## src/rtl/rom_streamer_pkg.sv

```systemverilog
// Shared helpers for the ROM streamer and the ROM wrapper it feeds from.
// Provides the word/byte widths and the ceil_log2 sizing function.
package rom_streamer_pkg;

  localparam int BYTE_WIDTH = 8;
  localparam int ROM_WIDTH  = 2 * BYTE_WIDTH;

  // Address width needed to index n words; never below one bit.
  function automatic int ceil_log2(input int n);
    int r;
    r = 0;
    for (int i = 0; i < 31; i++) begin
      if ((1 << i) < n) r = i + 1;
    end
    return (r < 1) ? 1 : r;
  endfunction

endpackage

```

## src/rtl/rom_streamer.sv

```systemverilog
// Streams length_i 16-bit ROM words as bytes (high byte first) to a
// valid/ready sink, prefetching the next word during the low byte.
//
// Ports:
//   clk_i, rst_i          clock, synchronous active-high reset
//   start_i               begin stream (honoured only when idle)
//   start_addr_i          first word address
//   length_i              word count, 0..VECTOR_LENGTH
//   busy_o, done_o        stream active / one-cycle end pulse
//   rom_addr_o            ROM word address
//   rom_clke_o            ROM read enable
//   rom_data_i            ROM word, valid the cycle after a read
//   out_data_o            byte to downstream (0 when not valid)
//   out_valid_o           byte valid
//   out_ready_i           downstream accepts byte
module rom_streamer
  import rom_streamer_pkg::*;
#(
  parameter int VECTOR_LENGTH = 256,
  parameter int ADDR_WIDTH    = ceil_log2(VECTOR_LENGTH)
) (
  input  logic                  clk_i,
  input  logic                  rst_i,
  input  logic                  start_i,
  input  logic [ADDR_WIDTH-1:0] start_addr_i,
  input  logic [ADDR_WIDTH:0]   length_i,
  output logic                  busy_o,
  output logic                  done_o,
  output logic [ADDR_WIDTH-1:0] rom_addr_o,
  output logic                  rom_clke_o,
  input  logic [ROM_WIDTH-1:0]  rom_data_i,
  output logic [BYTE_WIDTH-1:0] out_data_o,
  output logic                  out_valid_o,
  input  logic                  out_ready_i
);

  localparam int CNT_W = ADDR_WIDTH + 1;

  typedef enum logic [2:0] {
    S_IDLE,
    S_READ,
    S_HI,
    S_LO,
    S_END
  } state_e;

  state_e                state_q;
  logic [ADDR_WIDTH-1:0] addr_q;
  logic [CNT_W-1:0]      cnt_q;

  logic [ADDR_WIDTH-1:0] addr_inc;
  logic                  more;
  logic                  hs;

  logic                  busy_d;
  logic                  done_d;
  logic                  valid_d;
  logic [BYTE_WIDTH-1:0] data_d;
  logic                  clke_d;
  logic [ADDR_WIDTH-1:0] raddr_d;

  // Natural overflow gives the modulo-2^ADDR_WIDTH wrap.
  assign addr_inc = addr_q + ADDR_WIDTH'(1);
  assign more     = (cnt_q > CNT_W'(1));
  assign hs       = valid_d & out_ready_i;

  always_ff @(posedge clk_i) begin
    if (rst_i) begin
      state_q <= S_IDLE;
      addr_q  <= '0;
      cnt_q   <= '0;
    end else begin
      unique case (state_q)
        S_IDLE: begin
          if (start_i) begin
            addr_q <= start_addr_i;
            cnt_q  <= length_i;
            if (length_i != '0) state_q <= S_READ;
            else                state_q <= S_END;
          end
        end
        S_READ: state_q <= S_HI;
        S_HI: begin
          if (hs) state_q <= S_LO;
        end
        S_LO: begin
          if (hs) begin
            if (more) begin
              addr_q  <= addr_inc;
              cnt_q   <= cnt_q - CNT_W'(1);
              state_q <= S_HI;
            end else begin
              state_q <= S_END;
            end
          end
        end
        S_END:   state_q <= S_IDLE;
        default: state_q <= S_IDLE;
      endcase
    end
  end

  // The LO byte comes from the word still held by the ROM; the next
  // word is fetched only on the accepting cycle so a stall never
  // disturbs the byte on the bus.
  always_comb begin
    busy_d  = 1'b0;
    done_d  = 1'b0;
    valid_d = 1'b0;
    data_d  = '0;
    clke_d  = 1'b0;
    raddr_d = addr_q;
    unique case (state_q)
      S_READ: begin
        busy_d = 1'b1;
        clke_d = 1'b1;
      end
      S_HI: begin
        busy_d  = 1'b1;
        valid_d = 1'b1;
        data_d  = rom_data_i[ROM_WIDTH-1 -: BYTE_WIDTH];
      end
      S_LO: begin
        busy_d  = 1'b1;
        valid_d = 1'b1;
        data_d  = rom_data_i[BYTE_WIDTH-1:0];
        clke_d  = out_ready_i & more;
        raddr_d = addr_inc;
      end
      S_END:   done_d = 1'b1;
      default: ;
    endcase
  end

  // Outputs are forced quiet in the reset cycle itself, so an aborted
  // stream never shows a partial byte or a done pulse.
  assign busy_o      = busy_d  & ~rst_i;
  assign done_o      = done_d  & ~rst_i;
  assign out_valid_o = valid_d & ~rst_i;
  assign rom_clke_o  = clke_d  & ~rst_i;
  assign out_data_o  = rst_i ? '0 : data_d;
  assign rom_addr_o  = rst_i ? '0 : raddr_d;

endmodule

```

## config.mk

```make
export PLATFORM = sky130hd
export DESIGN_NAME = rom_streamer
export DESIGN_NICKNAME = d
export VERILOG_FILES = /design/src/rtl/rom_streamer_pkg.sv /design/src/rtl/rom_streamer.sv
export SDC_FILE = /design/constraint.sdc
export NUM_CORES = 1
export LEC_CHECK = 0
export BUFFER_PORTS_ARGS = -buffer_cell sky130_fd_sc_hd__buf_4
export CORE_ASPECT_RATIO = 1.75
export CORE_MARGIN = 4
export CORE_UTILIZATION = 49
export DETAILED_ROUTE_END_ITERATION = 6
export PLACE_DENSITY = 0.79
export SLEW_MARGIN = 0
export SYNTH_ARGS = -nofsm -noshare
export SYNTH_HDL_FRONTEND = slang
export SYNTH_SLANG_ARGS = --single-unit
```

## constraint.sdc

```tcl
create_clock -name clk_i -period 2 [get_ports clk_i]
set_input_delay 0.4 -clock clk_i [delete_from_list [all_inputs] [get_ports clk_i]]
set_output_delay 0.4 -clock clk_i [all_outputs]
set_load 0.02 [all_outputs]
```

After elaboration in Yosys (flattened, before gate mapping)
Index checks and enable logic that the tools add are counted.
- output and inout bits: 20
- word-level logic and storage cells: 50
- input port bits: 37
- register bits after elaboration: 20
- bitwise logic cells: 7
- add/sub/neg operators: 2
- reductions and logical operators: 7
- eq/ne operators: 8
- multiplexer cells: 22
- $lt $le $gt $ge: 1
- operator list (kind ; number):
    two-way mux 8 bit ; 6
    case mux 8 bit (2 select lines) ; 2
    two-way mux 9 bit ; 3
    case mux 9 bit (2 select lines) ; 1
    two-way mux 3 bit ; 5
    case mux 3 bit (4 select lines) ; 1
    greater-than comparator 9 x 1 -> 1 bit, second input constant ; 1
    nonzero test 9 bit ; 1
    subtractor 9 x 1 -> 9 bit, second input constant ; 1
    adder 8 x 1 -> 8 bit, second input constant ; 1
    != test 2 bit, second input constant ; 4
    bitwise AND 1 bit ; 6
    == test 3 x 2 -> 1 bit, second input constant ; 2
    AND reduction 4 bit ; 1
    == test 3 x 1 -> 1 bit, second input constant ; 1
    == test 3 bit, second input constant ; 1
    zero test 3 bit ; 1
    two-way mux 1 bit ; 3
    AND reduction 3 bit ; 1
    OR reduction 3 bit ; 1
    case mux 1 bit (2 select lines) ; 1
    nonzero test 2 bit ; 1
    OR reduction 2 bit ; 1
    NOT 1 bit ; 1

Logic depth before layout (Yosys ltp)
- word-level depth: 6
- gate-level depth with buffers: 9
- mapped depth without buffers: 7

Worst setup path after synthesis
Ideal clock, no wire load.
- path kind: flip-flop to output port
- from: register state_q[1]
- to: output port rom_addr_o[7]
- arrival time: 1566 ps
- setup slack: 34 ps
- required time: 1600 ps
- buffers on the path: 1
- stages on the path, launching flop included: 6
- path through: dfxtp_1 -> buf_6 -> and3b_1 -> nand4_1 -> or3_1 -> a21oi_1
- longest elaborated chain between the ends: 3
- ends and longest elaborated chain (item ; RTL line ; text):
    from (decl) ; rom_streamer.sv:47 ; state_e state_q;
    from (signal assigned) ; rom_streamer.sv:69 ; state_q <= S_IDLE;
    from (signal assigned) ; rom_streamer.sv:78 ; if (length_i != '0) state_q <= S_READ;
    from (signal assigned) ; rom_streamer.sv:79 ; else state_q <= S_END;
    == test 3 x 2 -> 1 bit ; rom_streamer.sv:113 ; unique case (state_q)
    two-way mux 8 bit ; rom_streamer.sv:113 ;
    two-way mux 8 bit ; rom_streamer.sv:142 ; assign rom_addr_o = rst_i ? '0 : raddr_d;
    to (decl) ; rom_streamer.sv:29 ; output logic [ADDR_WIDTH-1:0] rom_addr_o,
Every way passes these cells.

Worst setup path after layout
- from: register cnt_q[1]
- to: output port rom_clke_o
- longest elaborated chain between the ends: 4
- ends and longest elaborated chain (item ; RTL line ; text):
    from (decl) ; rom_streamer.sv:49 ; logic [CNT_W-1:0] cnt_q;
    from (signal assigned) ; rom_streamer.sv:77 ; cnt_q <= length_i;
    from (signal assigned) ; rom_streamer.sv:90 ; cnt_q <= cnt_q - CNT_W'(1);
    greater-than comparator 9 x 1 -> 1 bit ; rom_streamer.sv:64 ; assign more = (cnt_q > CNT_W'(1));
    bitwise AND 1 bit ; rom_streamer.sv:127 ; clke_d = out_ready_i & more;
    case mux 1 bit (2 select lines) ; rom_streamer.sv:113 ;
    bitwise AND 1 bit ; rom_streamer.sv:140 ; assign rom_clke_o = clke_d & ~rst_i;
    to (decl) ; rom_streamer.sv:30 ; output logic rom_clke_o,
Every way passes these cells.

==> out/results.txt <==
Max stage delay on crit path -> 0.35 ns
Non-Filler Instances -> 329
Max Fclk -> 0.503 GHz
Critical path type -> reg -> out
Detailed Place HPWL -> 3560 um
Leakage -> 1.02 nW
Die ar. -> 0.00420 mm2
Rel. slew slack -> 0.605
Total wire length -> 4960 um
Mapped Area -> 0.00156 mm2
Yosys Warn Count -> 0
Synth cell types -> 48
First-pass GRT wire length -> 7620 um
Post-synthesis async set-or-reset flop share -> 0
Max_cap viols -> 0
CP arrival -> 1.59 ns
Gpl congestion -> 0.880
Clock Skew -> 0.00494 ns
Final Hold Fails -> 0
Total number of vias -> 1864
Die Ht -> 82.7 um
Startpoint types -> flop
Setup-failing EPs final -> 0
TritonCTS sink count -> 20
H-tree depth -> 1
Seq/Total Area, Yosys -> 0.256
RSZ-0062 raised after global routing -> true
Worst min-delay path class -> in -> reg
Vias in the first global route -> 1741
Pwr/cell area -> 552 mW/mm2
CP max-delay cell -> dfxtp_2
Register bit total from synthesis -> 20
Clk Latency, worst-skew pair -> 0.26 ns
First-pass DRT Iterations -> 5
Clock-pin slew on the worst setup and hold paths -> 0.08 ns
Final WS setup -> 0.0126 ns
CTS Buf Count -> 3
Multi-input logic area -> 0.00110 mm2
# DRC -> 0
Gr usage total -> 0.236
Worst slew pin tran -> 0.592 ns
Filler instances -> 247
CTS tree -> built
Maximum VDD drop -> 0.000373 V
Top cell family by delay on the critical path -> flip-flops
Antenna Cells -> 0
CP required -> 1.60 ns
Initial core utilization -> 0.523
Final period util -> 0.994
Slew Limit Fails -> 0
Endpoint class of the critical path -> primary output
Post-Route Utilization -> 0.776
Commonest non-fill, non-tap cell in the layout -> buf_4
Share of layout cells above drive strength 1 -> 0.401
Final Net Count -> 328
# IOs -> 57
Routed vias/inst -> 5.67
Synth-to-Final Area Change -> 48.5%
Drt wl/cell -> 15.1 um
Ys flop type -> dfxtp_1
FF/Latch Area -> 414 um2
Most frequent cells in the layout -> 77 x buf_4, 32 x nand2_1, 27 x nor2_1
Mapped Cells -> 214
Post-Place Cells -> 311
Core Rows -> 26
Worst-path cell chain -> inv_2 -> ha_1 -> o21bai_4 -> and3_4 -> o21ai_2 -> and3_1 -> buf_6
Core area -> 0.00299 mm2
Root buffer cell -> clkbuf_8
Iteration-0 DRC Markers -> 53
Mean post-synth cell area -> 7.31 um2
Die Width -> 50.7 um
Final ANT Viol Nets -> 0
Crit Path Max Fanout -> 4
Post-place setup slack -> 0.134 ns
Pin count of the biggest net entering global routing -> 36
CP Buf/Inv Count -> 2
Status -> finished clean
I/O Buffers -> 56
WHS -> 0.412 ns
GRT overflow -> 0
Syn nets -> 254
Initial antenna violation count -> 0
Post-synth EDFFs -> 0
Max Root-Sink Buffers -> 2
Fin crit period -> 1.99 ns
[per-layer routing]
layer | part of all wire | vias to the layer above | GRT usage
li1 | - | 907 | -
met1 | 0.32 | 855 | 0.223
met2 | 0.57 | 86 | 0.478
met3 | 0.069 | 16 | 0.0377
met4 | 0.037 | 0 | 0.111
met5 | 0 | - | 0
[area by class of cell]
class,count,share of cell area
Sequential cell,20,0.178
Inverter,5,0.00808
Timing Repair Buffer,83,0.291
Multi-Input combinational cell,175,0.476
Clock buffer,4,0.0237
Tap cell,42,0.0226
[through the flow]
| step | instance area (um2) | setup TNS (ns) | total power [mW] |
|---|---|---|---|
| finish | 2320 | 0 | 1.28 |
| CTS | 2150 | 0 | 1.23 |
| detailed placement | 2040 | 0 | 0.900 |
| global route | 2320 | -0.214 | 1.35 |
| floorplan | 1560 | 0 | 0.753 |
| global placement | 2040 | 0 | 0.893 |
[cells by family after synthesis]
| logic type | count (synthesis) | share of synthesized area |
|---|---|---|
| flip-flops | 20 | 0.256 |
| AND/OR/NAND/NOR | 93 | 0.290 |
| adder cells (fa/ha/maj) | 3 | 0.0240 |
| buffers and inverters | 19 | 0.0776 |
| multiplexers | 8 | 0.0512 |
| XOR/XNOR | 6 | 0.0336 |
| AO/OA/AOI/OAI | 65 | 0.267 |
[worst reg2reg max path, delay by kind of cell, from the launching register on]
kind,cells,cell delay [ns]
buffers and inverters,2,0.23
AO/OA/AOI/OAI,5,0.98
adder cells (fa/ha/maj),1,0.18
flip-flops,1,0.35
[worst paths after layout]
path | start | end | slack [ns] | cells past startpoint
setup / recovery | cnt_q[1] | rom_clke_o | 0.01 | 7
hold reg to reg | cnt_q[8] | cnt_q[8] | 0.54 | 2
setup reg to reg | cnt_q[1] | addr_q[5] | 0.17 | 8
hold / removal | start_addr_i[0] | addr_q[0] | 0.41 | 3
[power by group]
group	switching [mW]	internal [mW]	total, mW
sequential	0.0466	0.435	0.482
clock	0.141	0.176	0.316
combinational	0.237	0.247	0.484
total	0.425	0.858	1.28
[Yosys cell counts (all sizes together) (2+ instances only)]
cell / n / area share
dfxtp: 20 / 0.26
a31oi: 3 / 0.012
o31ai: 3 / 0.014
nor4: 3 / 0.022
nor3: 6 / 0.026
o21bai: 2 / 0.012
a21o: 2 / 0.0096
nor2: 28 / 0.067
and2: 2 / 0.0088
nand4: 3 / 0.012
ha: 3 / 0.024
xor2: 4 / 0.022
a311oi: 3 / 0.021
mux2i: 8 / 0.051
nand3: 5 / 0.016
inv: 5 / 0.012
a22oi: 2 / 0.0096
buf: 8 / 0.051
xnor2: 2 / 0.011
nand3b: 2 / 0.0096
a22o: 2 / 0.011
clkbuf: 6 / 0.014
a21oi: 20 / 0.064
and3: 6 / 0.025
or3: 2 / 0.0080
nand2: 32 / 0.077
o21ai: 20 / 0.064
[flip-flops by register name (all words and copies together) (netlist names)]
register / count
state_q: 3
addr_q: 8
cnt_q: 9
[what timing repair did]
| item | 4_1_cts | 5_1_grt |
|---|---|---|
| setup endpoints to repair | 5 | 6 |
| gates cloned | 0 | 1 |
| setup buffers | 2 | 11 |
| pin swaps | 6 | 9 |
| gates resized for setup | 13 | 16 |
| hold buffers | 0 | 0 |
No activity file was read; power rests on OpenSTA's default activity.
